===== src/rtl/uart_wb_arb.sv =====
// uart_wb_arb: two-master Wishbone arbiter in front of a single UART slave.
// Round-robin grant with bus lock while the owner holds cyc; one IDLE cycle
// always separates two owners.
// Optional macro UART_ARB_TIMEOUT_EN adds a stalled-strobe watchdog that
// pulses the owner's err output and revokes the grant after TIMEOUT cycles.
//
// state | meaning
// ------+-----------------------------------------------
// IDLE  | no owner, slave bus parked at zero, arbitrating
// OWN0  | master 0 owns the slave bus
// OWN1  | master 1 owns the slave bus

`ifndef UART_ADDR_WIDTH
`define UART_ADDR_WIDTH 3
`endif

module uart_wb_arb #(
  parameter int unsigned TIMEOUT = 16
) (
  input  logic                        clk,
  input  logic                        wb_rst_i,
  input  logic                        m0_cyc_i,
  input  logic                        m0_stb_i,
  input  logic                        m0_we_i,
  input  logic [`UART_ADDR_WIDTH-1:0] m0_adr_i,
  input  logic [31:0]                 m0_dat_i,
  input  logic [3:0]                  m0_sel_i,
  output logic [31:0]                 m0_dat_o,
  output logic                        m0_ack_o,
  output logic                        m0_err_o,
  input  logic                        m1_cyc_i,
  input  logic                        m1_stb_i,
  input  logic                        m1_we_i,
  input  logic [`UART_ADDR_WIDTH-1:0] m1_adr_i,
  input  logic [31:0]                 m1_dat_i,
  input  logic [3:0]                  m1_sel_i,
  output logic [31:0]                 m1_dat_o,
  output logic                        m1_ack_o,
  output logic                        m1_err_o,
  output logic                        s_cyc_o,
  output logic                        s_stb_o,
  output logic                        s_we_o,
  output logic [`UART_ADDR_WIDTH-1:0] s_adr_o,
  output logic [31:0]                 s_dat_o,
  output logic [3:0]                  s_sel_o,
  input  logic [31:0]                 s_dat_i,
  input  logic                        s_ack_i,
  output logic [1:0]                  gnt_o
);

  typedef enum logic [1:0] {IDLE, OWN0, OWN1} state_t;

  state_t state_q, state_d;
  logic   last_q, last_d;
  logic   expire;

  if (TIMEOUT < 2 || TIMEOUT > 255) begin : g_bad_timeout
    $error("uart_wb_arb: TIMEOUT must be within 2..255");
  end

  // State and last-served pointer; last=1 after reset so master 0 wins first.
  always_ff @(posedge clk) begin
    if (wb_rst_i) begin
      state_q <= IDLE;
      last_q  <= 1'b1;
    end else begin
      state_q <= state_d;
      last_q  <= last_d;
    end
  end

  // Next-state: round-robin in IDLE, hold while owner's cyc stays high.
  always_comb begin
    state_d = state_q;
    last_d  = last_q;
    case (state_q)
      IDLE: begin
        if (m0_cyc_i && m1_cyc_i) state_d = last_q ? OWN0 : OWN1;
        else if (m0_cyc_i)        state_d = OWN0;
        else if (m1_cyc_i)        state_d = OWN1;
      end
      OWN0: begin
        if (!m0_cyc_i || expire) begin
          state_d = IDLE;
          last_d  = 1'b0;
        end
      end
      OWN1: begin
        if (!m1_cyc_i || expire) begin
          state_d = IDLE;
          last_d  = 1'b1;
        end
      end
      default: state_d = IDLE;
    endcase
  end

  // Slave-side mux and ack steering; nothing reaches the slave in IDLE.
  always_comb begin
    s_cyc_o  = 1'b0;
    s_stb_o  = 1'b0;
    s_we_o   = 1'b0;
    s_adr_o  = '0;
    s_dat_o  = '0;
    s_sel_o  = '0;
    m0_ack_o = 1'b0;
    m1_ack_o = 1'b0;
    gnt_o    = 2'b00;
    case (state_q)
      OWN0: begin
        s_cyc_o  = m0_cyc_i;
        s_stb_o  = m0_stb_i;
        s_we_o   = m0_we_i;
        s_adr_o  = m0_adr_i;
        s_dat_o  = m0_dat_i;
        s_sel_o  = m0_sel_i;
        m0_ack_o = s_ack_i;
        gnt_o    = 2'b01;
      end
      OWN1: begin
        s_cyc_o  = m1_cyc_i;
        s_stb_o  = m1_stb_i;
        s_we_o   = m1_we_i;
        s_adr_o  = m1_adr_i;
        s_dat_o  = m1_dat_i;
        s_sel_o  = m1_sel_i;
        m1_ack_o = s_ack_i;
        gnt_o    = 2'b10;
      end
      default: ;
    endcase
  end

  // Read data is broadcast; the ack alone says whose it is.
  assign m0_dat_o = s_dat_i;
  assign m1_dat_o = s_dat_i;

`ifdef UART_ARB_TIMEOUT_EN
  logic [7:0] cnt_q;
  logic       stall;
  logic       err0_q, err1_q;

  assign stall  = !s_ack_i && ((state_q == OWN0 && m0_stb_i) ||
                               (state_q == OWN1 && m1_stb_i));
  assign expire = stall && (cnt_q == 8'(TIMEOUT - 1));

  // Stall counter and one-cycle err pulse to the owner that timed out.
  always_ff @(posedge clk) begin
    if (wb_rst_i) begin
      cnt_q  <= 8'd0;
      err0_q <= 1'b0;
      err1_q <= 1'b0;
    end else begin
      err0_q <= expire && (state_q == OWN0);
      err1_q <= expire && (state_q == OWN1);
      if (expire || !stall || state_d == IDLE) cnt_q <= 8'd0;
      else                                     cnt_q <= cnt_q + 8'd1;
    end
  end

  assign m0_err_o = err0_q;
  assign m1_err_o = err1_q;
`else
  assign expire   = 1'b0;
  assign m0_err_o = 1'b0;
  assign m1_err_o = 1'b0;
`endif

endmodule


===== config.mk =====
export PLATFORM = sky130hd
export DESIGN_NAME = uart_wb_arb
export DESIGN_NICKNAME = d
export VERILOG_FILES = /design/src/rtl/uart_wb_arb.sv
export SDC_FILE = /design/constraint.sdc
export NUM_CORES = 1
export LEC_CHECK = 0
export BUFFER_PORTS_ARGS = -buffer_cell sky130_fd_sc_hd__buf_2
export CAP_MARGIN = 20
export CORE_AREA = 2 2 90 92
export CTS_CLUSTER_SIZE = 28
export DETAILED_ROUTE_END_ITERATION = 7
export DIE_AREA = 0 0 92 94
export GPL_TIMING_DRIVEN = 0
export PLACE_DENSITY_LB_ADDON = 0.12
export SETUP_SLACK_MARGIN = 0.5
export SLEW_MARGIN = 15
export SYNTH_ARGS = -nofsm -noshare
export SYNTH_HDL_FRONTEND = slang
export SYNTH_SLANG_ARGS = --single-unit

===== constraint.sdc =====
create_clock -name clk -period 1.5 [get_ports clk]
set_input_delay 0.225 -clock clk [delete_from_list [all_inputs] [get_ports clk]]
set_output_delay 0.225 -clock clk [all_outputs]
set_load 0.005 [all_outputs]

Yosys cells after proc, flatten, opt, wreduce, memory -nomap -nowiden
Cells that the tools add are included.

Input bits: 119. Output and inout port bits: 112. Word-level logic and storage cells: 31. Flip-flop bits (word level): 3.

Reductions and logical operators: 5. Equality and inequality tests: 5. Multiplexer cells: 19.

Operators by type and width (number): 32-bit case mux with 2 select lines (1); 2-bit two-way mux (6); 1-bit case mux with 2 select lines (4); 4-bit case mux with 2 select lines (1); 2-bit case mux with 3 select lines (1); 3-bit case mux with 2 select lines (1); 3-bit AND reduction (2); 1-bit two-way mux (4); 2-bit != test, second input constant (2); 4-bit != test, second input constant (1); 2-bit case mux with 2 select lines (1); 2-bit by 1-bit == test with 1-bit output, second input constant (1); 2-bit == test, second input constant (1); 2-bit zero test (1); 2-bit nonzero test (1); 1-bit logical AND (1).

Longest topological paths before layout
Gate-level depths: netlist of run 1.

Depth after elaboration: 4. Mapped depth: 7. Gate-level depth less buffers: 5.

Least setup slack after synthesis of run 1
Ideal clock, no wire load.

Path kind: reg-to-reg. Start point: register state_q[1]. End point: register state_q[0]. Path buffers: 1. Arrival time: 1.536 ns. Clock period less this slack: 1.606 ns. Stages on the path, launching flop included: 7. Library setup time: 0.070 ns. Required time: 1.430 ns. Setup slack: -0.106 ns. Cell sequence: dfxtp_1 -> inv_1 -> ha_1 -> buf_6 -> a22o_1 -> or4b_1 -> a21oi_1.

Longest elaborated chain between the ends: 3. Elaborated cells on any way between the ends: 8. Classes of those cells: 5 x eq/ne; 1 x mux; 2 x reduce/logical.

Ends and longest elaborated chain: from (decl) (RTL line 53) `state_t state_q, state_d;`; from (signal assigned) (RTL line 67) `state_q <= state_d;`; 2-bit == test, or another cell as far along (RTL line 76) `case (state_q)`; 2-bit != test (no source line) or 4-bit != test (tied branches); 3-bit AND reduction (no source line).

Several ways; a longest one is shown, not always the timed one. A chain may end at the register's enable or synchronous reset.

Worst setup path in the final report of run 1
Start point: register state_q[0]. End point: output s_dat_o[5].

Longest elaborated chain between the ends: 2. Elaborated cells on any way between the ends: 3. Classes of those cells: 2 x eq/ne; 1 x mux.

Ends and longest elaborated chain: 2-bit == test or 2-bit by 1-bit == test with 1-bit output (tied branches) (RTL line 109) `case (state_q)`; 32-bit case mux with 2 select lines (*) (RTL line 109); to (decl) (RTL line 44) `output logic [31:0] s_dat_o,`.

Mark *: on every way between the ends. The rest lies on a longest branch, timed or not.

==> impl_metrics.tcl, run 1 <==
set metrics [dict create \
    status "complete, but fails checks" \
    failed_checks "negative setup slack" \
    drive_above_1_share 0.8494 \
    final_cell_mix "buf_2, buf_4, nor2b_1" \
    synth_simple_gate_area_share 0.2241 \
    ant_nets 0 \
    power_frac_seq 0.074 \
    synth_compound_area_frac 0.2650 \
    grt-ovfl-total 0 \
    synth_area_sq_mm 0.001379 \
    ctsHoldBuffers 0 \
    dieArea_sq_mm 0.008648 \
    grt_setup_unrepaired "true" \
    wirelength_um 6113 \
    vias_per_cell 3.996 \
    cts_max_path_buffers 2 \
    internal-power_w 0.0009527 \
    hpwl_um 4835 \
    die_h_um 94 \
    num_rows 32 \
    n_fill_cell 817 \
    critPathLaunch "state_q[0]" \
    hold_path_depth 2 \
    nets 530 \
    power.total_w 0.001442 \
    grt_pass1_vias 1777 \
    critPathMostFrequentCell "clkbuf_16" \
    min_period_ns 1.720 \
    r2r_slack_ns -0.18 \
    clock_sinks 3 \
    critPathMaxStageDelay_ns 0.38 \
    core_area_sq_mm 0.007607 \
    clockPowerShare 0.165 \
    setup_tns_ns -8.122 \
    reg2regPathDepth 6 \
    maxSlewViolCount 0 \
    p_switching_w 0.0004896 \
    worst-path-buf-inv 4 \
    ys_warn_count 0 \
    p_comb_frac 0.762 \
    synth_top_family_by_area "buffers and inverters" \
    diodes 0 \
    io_pins 231 \
    critPathMaxFanout 10 \
    synth-adder-area-share 0.04537 \
    die_width_um 92 \
    p_per_area_mw_per_mm2 456.5 \
    tritoncts "yes" \
    syn_inst 193 \
    p_leak_nw 1.630 \
    muxShareOfSynthArea 0 \
    start_util 0.1812 \
    synthXorXnorAreaFrac 0 \
    grt_max_degree 11 \
    whs_ns 0.1817 \
    path_class "register to output pin" \
    ys_seq_elements 3 \
    end_kind "output pin" \
    layout_commonest_cell "buf_2" \
    slowest_stage "dfxtp_4" \
    ir_worst_vdd_mv 0.5424 \
    numPortBuffers 196 \
    cts_root_buf "clkbuf_8" \
    cts_buffers 3 \
    worstPathRequired_ns 1.27 \
    antenna_found_initial 0 \
    htree_levels 1 \
    arrival_ns 1.50 \
    clkSlewWorstSetupHoldPaths_ns 0.03 \
    worst_slack_ns -0.2203 \
    synth_cell_type_count 19 \
    grt_pass1_wl_um 8535 \
    finalClockSkew_ns 0.001493 \
    ys_seq_area_frac 0.04356 \
    reg2reg_from "state_q[1]" \
    swShare 0.3395 \
    cp_cell_sequence "inv_6, ha_4, clkbuf_16, clkbuf_16, a22oi_2, nor2b_1, buf_2" \
    fin_crit_sh 1.147 \
    regArea_sq_um 67.56 \
    finalHoldViolations 0 \
    clk-insertion-delay-late_ns 0.22 \
    max-cap-violations 0 \
    drt_iter0_drc 37 \
    worstReg2RegEnd "state_q[0]" \
    cp_top_family "buffers and inverters" \
    setup_viol 45 \
    grt_use_total 0.1207 \
    min_from "wb_rst_i" \
    wl_per_cell_um 12.06 \
    syn_avg_cell_area_sq_um 7.144 \
    area_growth_pct 129.1 \
    route.detailed.drc 0 \
    max_freq_mhz 581.3 \
    start_kind "register" \
    place.gp.congestion 0.7019 \
    hold_end "state_q[0]" \
    crit_cells 7 \
    min_path_type "input port to register" \
    drt_first_pass_iters 4 \
    vias 2026 \
    multi_input_area_sq_mm 0.001006 \
]
synth_stat cells:
master    instances  share of area
o21bai_1          1         0.0054
nor2b_1          42           0.19
nor2_1            1         0.0027
conb_1            1         0.0027
buf_4            67           0.36
and2_1            3          0.014
clkbuf_1         13          0.035
or4b_1            1         0.0073
a22o_1            1         0.0064
inv_1             4          0.011
a2111o_1          1         0.0082
ha_1              5          0.045
a21oi_1           4          0.015
buf_6             1         0.0082
nor3b_1           1         0.0054
o21ai_0           2         0.0073
nand2b_1          1         0.0045
a22oi_1          41           0.22
dfxtp_1           3          0.044
cells by family (layout without fill, tap and decap cells):
group | after synthesis | after routing
buffers and inverters | 85 | 296
AOI/OAI and AO/OA | 50 | 50
and+or+nand+nor | 49 | 49
adders and majority gates | 5 | 5
DFF | 3 | 3
other | 1 | 2
cell type report:
type                            instances  area share
Timing Repair Buffer                  207      0.3560
Multi-Input combinational cell        106      0.3184
Buffer                                 81      0.2416
Tap cell                              102     0.04040
Sequential cell                         3     0.02139
Clock buffer                            4     0.01426
Inverter                                4    0.007921
sequential cells by signal (all words and copies together), names as in the netlist:
signal and flops:
state_q 2, last_q 1
power groups by stage:
| stage | Combinational, W | Sequential, W | Clock [W] |
|---|---|---|---|
| global placement | 0.000798 | 0.000102 | 0 |
| finish | 0.00110 | 0.000107 | 0.000237 |
| floorplan | 0.000466 | 0.0000994 | 0 |
| global route | 0.00119 | 0.000109 | 0.000258 |
| CTS | 0.00104 | 0.000105 | 0.000247 |
| detailed placement | 0.000801 | 0.000102 | 0 |
through the flow:
step                      worst slack [ns]    util  cell area (sq um)  instances
after floorplan                   -0.03763       -               1421        194
after global placement             -0.3990  0.3326               2530        492
after detailed placement           -0.3755  0.3326               2530        492
after CTS                          -0.2451  0.4002               3044        500
after global routing               -0.2919  0.4153               3159        507
final                              -0.2203  0.4153               3159        507
how the worst max path moves through the flow:
stage | end | slack (ns)
after detailed placement | s_dat_o[26] | -0.38
after global placement | s_dat_o[26] | -0.40
final | s_dat_o[5] | -0.22
after CTS | s_adr_o[2] | -0.25
after floorplan | state_q[0] | -0.04
after global routing | s_dat_o[5] | -0.29
layer usage:
metal | vias up | wire length, um | track usage
met3 | 2 | 559 | 0.02488
met1 | 896 | 2117 | 0.1304
met2 | 112 | 3423 | 0.2451
met4 | 0 | 12 | 0.01493
met5 | - | 0 | 0
li1 | 1016 | - | -
timing repair:
item	in CTS	in global routing
cloned	2	2
setup buffers	2	5
resized for setup	86	16
pin swaps	4	5
endpoints found under the setup margin	49	49
Note: power is estimated with default switching activity, not from simulation.
==> run 2, diff against run 1 <==
Settings changed: ABC_AREA set to 1, CORE_AREA 2 2 90 92 to 2 2 91 93, DIE_AREA 0 0 92 94 to 0 0 93 95.
==> run 2 against run 1 <==
The flow still finishes with violations (negative setup slack). Combinational power increased by 130%. Core utilization decreased by 2.2 points. Critical path depth decreased by 1. Flip-flop and latch count unchanged. Non-clock buffer count increased by 4. Worst setup slack improved by 0.080 ns. Register-to-register slack improved by 0.33 ns. Synthesized area increased by 0.27%. Clock skew increased by 0.0012 ns. Via count increased by 6.8%. Fmax increased by 4.9%. Synthesized cell count increased by 28%. Critical endpoint is now s_dat_o[15]. Largest cell class unchanged. Highest routed layer unchanged.
==> impl_metrics.tcl, run 2 <==
set metrics [dict create \
    grt_max_degree 11 \
    path_class "register to output pin" \
    ys_seq_area_frac 0.04344 \
    die_width_um 93 \
    setup_viol 42 \
    grt_pass1_wl_um 8576 \
    end_kind "output pin" \
    finalClockSkew_ns 0.002737 \
    ir_worst_vdd_mv 0.5067 \
    largest_registers "state_q (2), last_q (1)" \
    ys_warn_count 0 \
    top_usage_layer "met2" \
    swShare 0.4381 \
    reg2regPathDepth 11 \
    grt_pass1_vias 1825 \
    maxSlewViolCount 0 \
    ys_seq_elements 3 \
    synth_common_cells "nand2_1, buf_4, a21oi_1" \
    wirelength_um 5933 \
    critPathMaxFanout 10 \
    yosysTopAreaCell "buf_4" \
    synth_most_common_cell "nand2_1" \
    worstPathRequired_ns 1.27 \
    vias 2163 \
    grt_use_met2 0.2283 \
    r2r_slack_ns 0.15 \
    wl_per_cell_um 10.45 \
    worstSetupEndpoint "s_dat_o[15]" \
    clk-insertion-delay-late_ns 0.22 \
    synth_area_sq_mm 0.001383 \
    async_reset_ff_frac 0 \
    cts_root_buf "clkbuf_8" \
    dieArea_sq_mm 0.008835 \
    grt_use_total 0.1169 \
    core_area_sq_mm 0.007928 \
    nets 588 \
    ant_nets 0 \
    finalHoldViolations 0 \
    worstReg2RegEnd "state_q[1]" \
    ctsHoldBuffers 0 \
    max_freq_mhz 609.7 \
    hpwl_um 4844 \
    route.detailed.drc 0 \
    p_leak_nw 1.700 \
    min_period_ns 1.640 \
    fin_crit_sh 1.093 \
    largest_register_ffs 2 \
    max-cap-violations 0 \
    numPortBuffers 196 \
    io_pins 231 \
    internal-power_w 0.001633 \
    clock_sinks 3 \
    diodes 0 \
    syn_inst 247 \
    dpl.cell_count 549 \
    start_util 0.1744 \
    cts_buffers 3 \
    use_met1 0.1379 \
    die_h_um 95 \
    synth-edff-count 0 \
    drive_above_1_share 0.7754 \
    power.total_w 0.002906 \
    synth_cell_type_count 19 \
    min_path_type "input port to register" \
    multi_input_area_sq_um 912.1 \
    drt_iter0_drc 35 \
    status "complete, but fails checks" \
    place.gp.congestion 0.7049 \
    clkSlewWorstSetupHoldPaths_ns 0.03 \
    vias_per_cell 3.808 \
    critPathLaunch "state_q[0]" \
    n_fill_cell 863 \
    layout_commonest_cell "buf_2" \
    arrival_ns 1.42 \
    synth_top_area_frac 0.4072 \
    failed_checks "negative setup slack" \
    synthTopCellsByArea "buf_4, nand2_1, a21oi_1" \
    p_switching_w 0.001273 \
    ys.flop_type "dfxtp_1" \
    p_comb_frac 0.868 \
    regArea_sq_um 67.56 \
    tritoncts "yes" \
    antenna_found_initial 0 \
    top_register "state_q" \
    area_growth_pct 125.8 \
    syn_avg_cell_area_sq_um 5.597 \
    power_frac_seq 0.050 \
    drt_first_pass_iters 4 \
    worst_slack_ns -0.1401 \
    num_rows 33 \
    final_cell_mix "buf_2, nand2_1, buf_4" \
    grt_use_met3 0.01676 \
    reg2reg_from "state_q[1]" \
    grt_setup_unrepaired "true" \
    grt-ovfl-total 0 \
    p_per_area_mw_per_mm2 930.8 \
    htree_levels 1 \
    instances_no_fill 568 \
    dp_worst_setup_slack_ns 0.01686 \
    cts_max_path_buffers 2 \
    clockPowerShare 0.082 \
    start_kind "register" \
]
==> run 2: cell count changes after synthesis, sizes merged, moves of 3 or more <==
cell	before	now
nor2	1	7
a22oi	41	0
a21oi	4	42
nor2b	42	0
clkbuf	13	4
buf	68	77
inv	4	9
nand2	0	95
and2	3	0
==> run 2: final cells by class <==
| type | instances | area share |
|---|---|---|
| timing repair buffer | 211 | 0.3727 |
| sequential | 3 | 0.02164 |
| inverter | 10 | 0.01924 |
| multi-input combinational | 154 | 0.2922 |
| buffer | 81 | 0.2377 |
| tap | 105 | 0.04208 |
| clock buffer | 4 | 0.01443 |
==> run 2: critical path: stages, from the launching register on <==
cell and delay, ns:
dfxtp_4 0.38, inv_6 0.05, ha_4 0.29, clkinv_8 0.08, clkbuf_16 0.17, a21oi_2 0.10
buf_2 0.12
==> run 2: what timing repair did <==
action                                  CTS  global route
pin swaps                                 4             3
resized for setup                        33            13
endpoints found under the setup margin   49            49
setup buffers                             8             2
gates cloned                              4             1
==> run 2: cells by family after synthesis <==
logic type,Yosys count,synth area share
fa+ha+maj,5,0.04525
other cells,1,0.002712
compound gates,44,0.1611
buf+inv,91,0.4579
simple gates,103,0.2896
flops,3,0.04344
==> run 2: worst min-delay path by stage <==
stage               endpoint  slack [ns]      from  cells past startpoint
global placement      last_q        0.46  wb_rst_i                      3
finish                last_q        0.25  wb_rst_i                      3
CTS                   last_q        0.24  wb_rst_i                      3
floorplan             last_q        0.36  wb_rst_i                      2
global route          last_q        0.28  wb_rst_i                      3
detailed placement    last_q        0.46  wb_rst_i                      3
==> run 2: layer usage <==
layer / vias to the layer above / routed length, um / part of all wire
met5: - / 0 / 0
met4: 0 / 17 / 0.0029
met3: 2 / 564 / 0.095
met2: 105 / 3205 / 0.54
met1: 927 / 2145 / 0.36
li1: 1129 / - / -
==> run 2: power groups by stage <==
stage                     registers (W)  logic [W]  clock network (W)
after global routing           0.000149    0.00278           0.000256
after CTS                      0.000142    0.00246           0.000246
after detailed placement       0.000123    0.00210                  0
after global placement         0.000121    0.00209                  0
final                          0.000145    0.00252           0.000240
after floorplan                0.000119    0.00146                  0
==> run 2: through the flow <==
step	setup TNS, ns	area [sq um]	hold slack (ns)	util
floorplan	0	1659	0.3561	-
global placement	0	2771	0.4593	0.3496
detailed placement	0	2771	0.4625	0.3496
CTS	-5.814	3043	0.2357	0.3838
global route	-7.697	3122	0.2754	0.3938
finish	-5.079	3122	0.2451	0.3938
==> run 3, diff against run 2 <==
Settings changed: RECOVER_POWER set to 50, SLEW_MARGIN 15 to 20.
==> run 3 against run 2 <==
The flow still finishes with violations (negative setup slack). First-iteration DRC count did not move. Sequential power barely moved. Combinational power hardly changed. Largest cell class unchanged. Die area is the same. Sequential share of layout area hardly changed. Cell count is the same.
==> impl_metrics.tcl, run 3 (synthesis results as in run 2) <==
set metrics [dict create \
    critPathMaxStageDelay_ns 0.38 \
    io_pins 231 \
    dieArea_sq_mm 0.008835 \
    core_area_sq_mm 0.007928 \
    vias 2155 \
    p_switching_w 0.001273 \
    tritoncts "yes" \
    clkSlewWorstSetupHoldPaths_ns 0.03 \
    diodes 0 \
    wl_per_cell_um 10.42 \
    maxSlewViolCount 0 \
    clock_sinks 3 \
    cts_max_path_buffers 2 \
    finalClockSkew_ns 0.002737 \
    failed_checks "negative setup slack" \
    fin_crit_sh 1.093 \
    grt_pass1_vias 1825 \
    final_cell_mix "buf_2, nand2_1, a21oi_2" \
    cts_root_buf "clkbuf_8" \
    cp_cell_sequence "inv_6, ha_4, clkinv_8, clkbuf_16, a21oi_2, buf_2" \
    area_growth_pct 125.7 \
    hpwl_um 4844 \
    htree_levels 1 \
    slowest_stage "dfxtp_4" \
    layout_commonest_cell "buf_2" \
    die_h_um 95 \
    die_width_um 93 \
    drive_above_1_share 0.7732 \
    num_rows 33 \
    route.detailed.drc 0 \
    nets 588 \
    antenna_found_initial 0 \
    grt_max_degree 11 \
    worst_slack_ns -0.1401 \
    end_kind "output pin" \
    max-cap-violations 0 \
    p_comb_frac 0.868 \
    drt_iter0_drc 35 \
    place.gp.congestion 0.7049 \
    grt-ovfl-total 0 \
    wirelength_um 5918 \
    min_path_type "input port to register" \
    max_freq_mhz 609.7 \
    ctsHoldBuffers 0 \
    vias_per_cell 3.794 \
    ir_worst_vdd_mv 0.5067 \
    top_register "state_q" \
    r2r_slack_ns 0.15 \
    clockPowerShare 0.083 \
    finalInstanceArea_sq_mm 0.003120 \
    internal-power_w 0.001628 \
    critPathMaxFanout 10 \
    p_per_area_mw_per_mm2 929.6 \
    grt_setup_unrepaired "true" \
    p_leak_nw 1.690 \
    min_period_ns 1.640 \
    finalHoldViolations 0 \
    n_fill_cell 864 \
    largest_register_ffs 2 \
    status "complete, but fails checks" \
    power_frac_seq 0.050 \
    arrival_ns 1.42 \
    numPortBuffers 196 \
    setup_tns_ns -5.080 \
    drt_first_pass_iters 4 \
    cts_buffers 3 \
    start_kind "register" \
    largest_registers "state_q (2), last_q (1)" \
    grt_use_total 0.1169 \
    path_class "register to output pin" \
    setup_viol 42 \
    swShare 0.4389 \
    clk-insertion-delay-late_ns 0.22 \
    worstPathRequired_ns 1.27 \
    grt_pass1_wl_um 8576 \
    ant_nets 0 \
    placed_area_sq_mm 0.002771 \
    start_util 0.1744 \
]
## run 3: cell types whose count changed in the layout (fill, tap and decap cells not counted), sizes merged
cell,change
buf,-35
clkbuf,+35
## run 3: layer usage
metal	GRT usage	wire (um)	part of all wire
met3	0.01676	566	0.096
met2	0.2283	3186	0.54
met4	0.01471	17	0.0029
met1	0.1379	2149	0.36
met5	0	0	0
## run 3: final timing paths
kind | end | start | cells past startpoint
worst min-delay path | last_q | wb_rst_i | 3
worst min register to register | last_q | last_q | 2
worst max register to register | state_q[1] | state_q[1] | 11
worst max-delay path | s_dat_o[15] | state_q[0] | 6
## run 3: layout make-up
type	instances	area, sq um	share of cell area
clock buffer	4	45.04	0.01443
timing repair buffer	211	1162	0.3725
sequential	3	67.56	0.02165
inverter	10	60.06	0.01925
tap	105	131.4	0.04210
multi-input combinational	154	912.1	0.2923
buffer	81	742.0	0.2378
## run 3: critical path: cells and delay by family, from the launching register on
family	cells	cell delay, ns
adder cells (fa/ha/maj)	1	0.29
AO/OA/AOI/OAI	1	0.10
buffers and inverters	4	0.42
flip-flops	1	0.38
## run 3: repair_timing
action | 4_1_cts | 5_1_grt
endpoints found under the setup margin | 49 | 49
resized for setup | 33 | 13
cloned | 4 | 1
pin swaps | 4 | 3
setup buffers | 8 | 2
## run 3: per-stage QoR
| stage | utilization | instances | hold WS (ns) | total power [W] | worst slack (ns) |
|---|---|---|---|---|---|
| detailed placement | 0.3496 | 549 | 0.4625 | 0.002220 | 0.01686 |
| global route | 0.3936 | 568 | 0.2754 | 0.003178 | -0.2074 |
| CTS | 0.3838 | 565 | 0.2357 | 0.002847 | -0.1550 |
| floorplan | - | 248 | 0.3561 | 0.001576 | 0.2622 |
| global placement | 0.3496 | 549 | 0.4593 | 0.002213 | 0.01983 |
| finish | 0.3936 | 568 | 0.2451 | 0.002901 | -0.1401 |
## run 3: power by group through the flow
stage | Sequential [W] | Combinational [W] | Clock [W]
after floorplan | 0.000119 | 0.00146 | 0
after global placement | 0.000121 | 0.00209 | 0
after detailed placement | 0.000123 | 0.00210 | 0
after CTS | 0.000142 | 0.00246 | 0.000246
after global routing | 0.000149 | 0.00277 | 0.000256
final | 0.000145 | 0.00252 | 0.000240
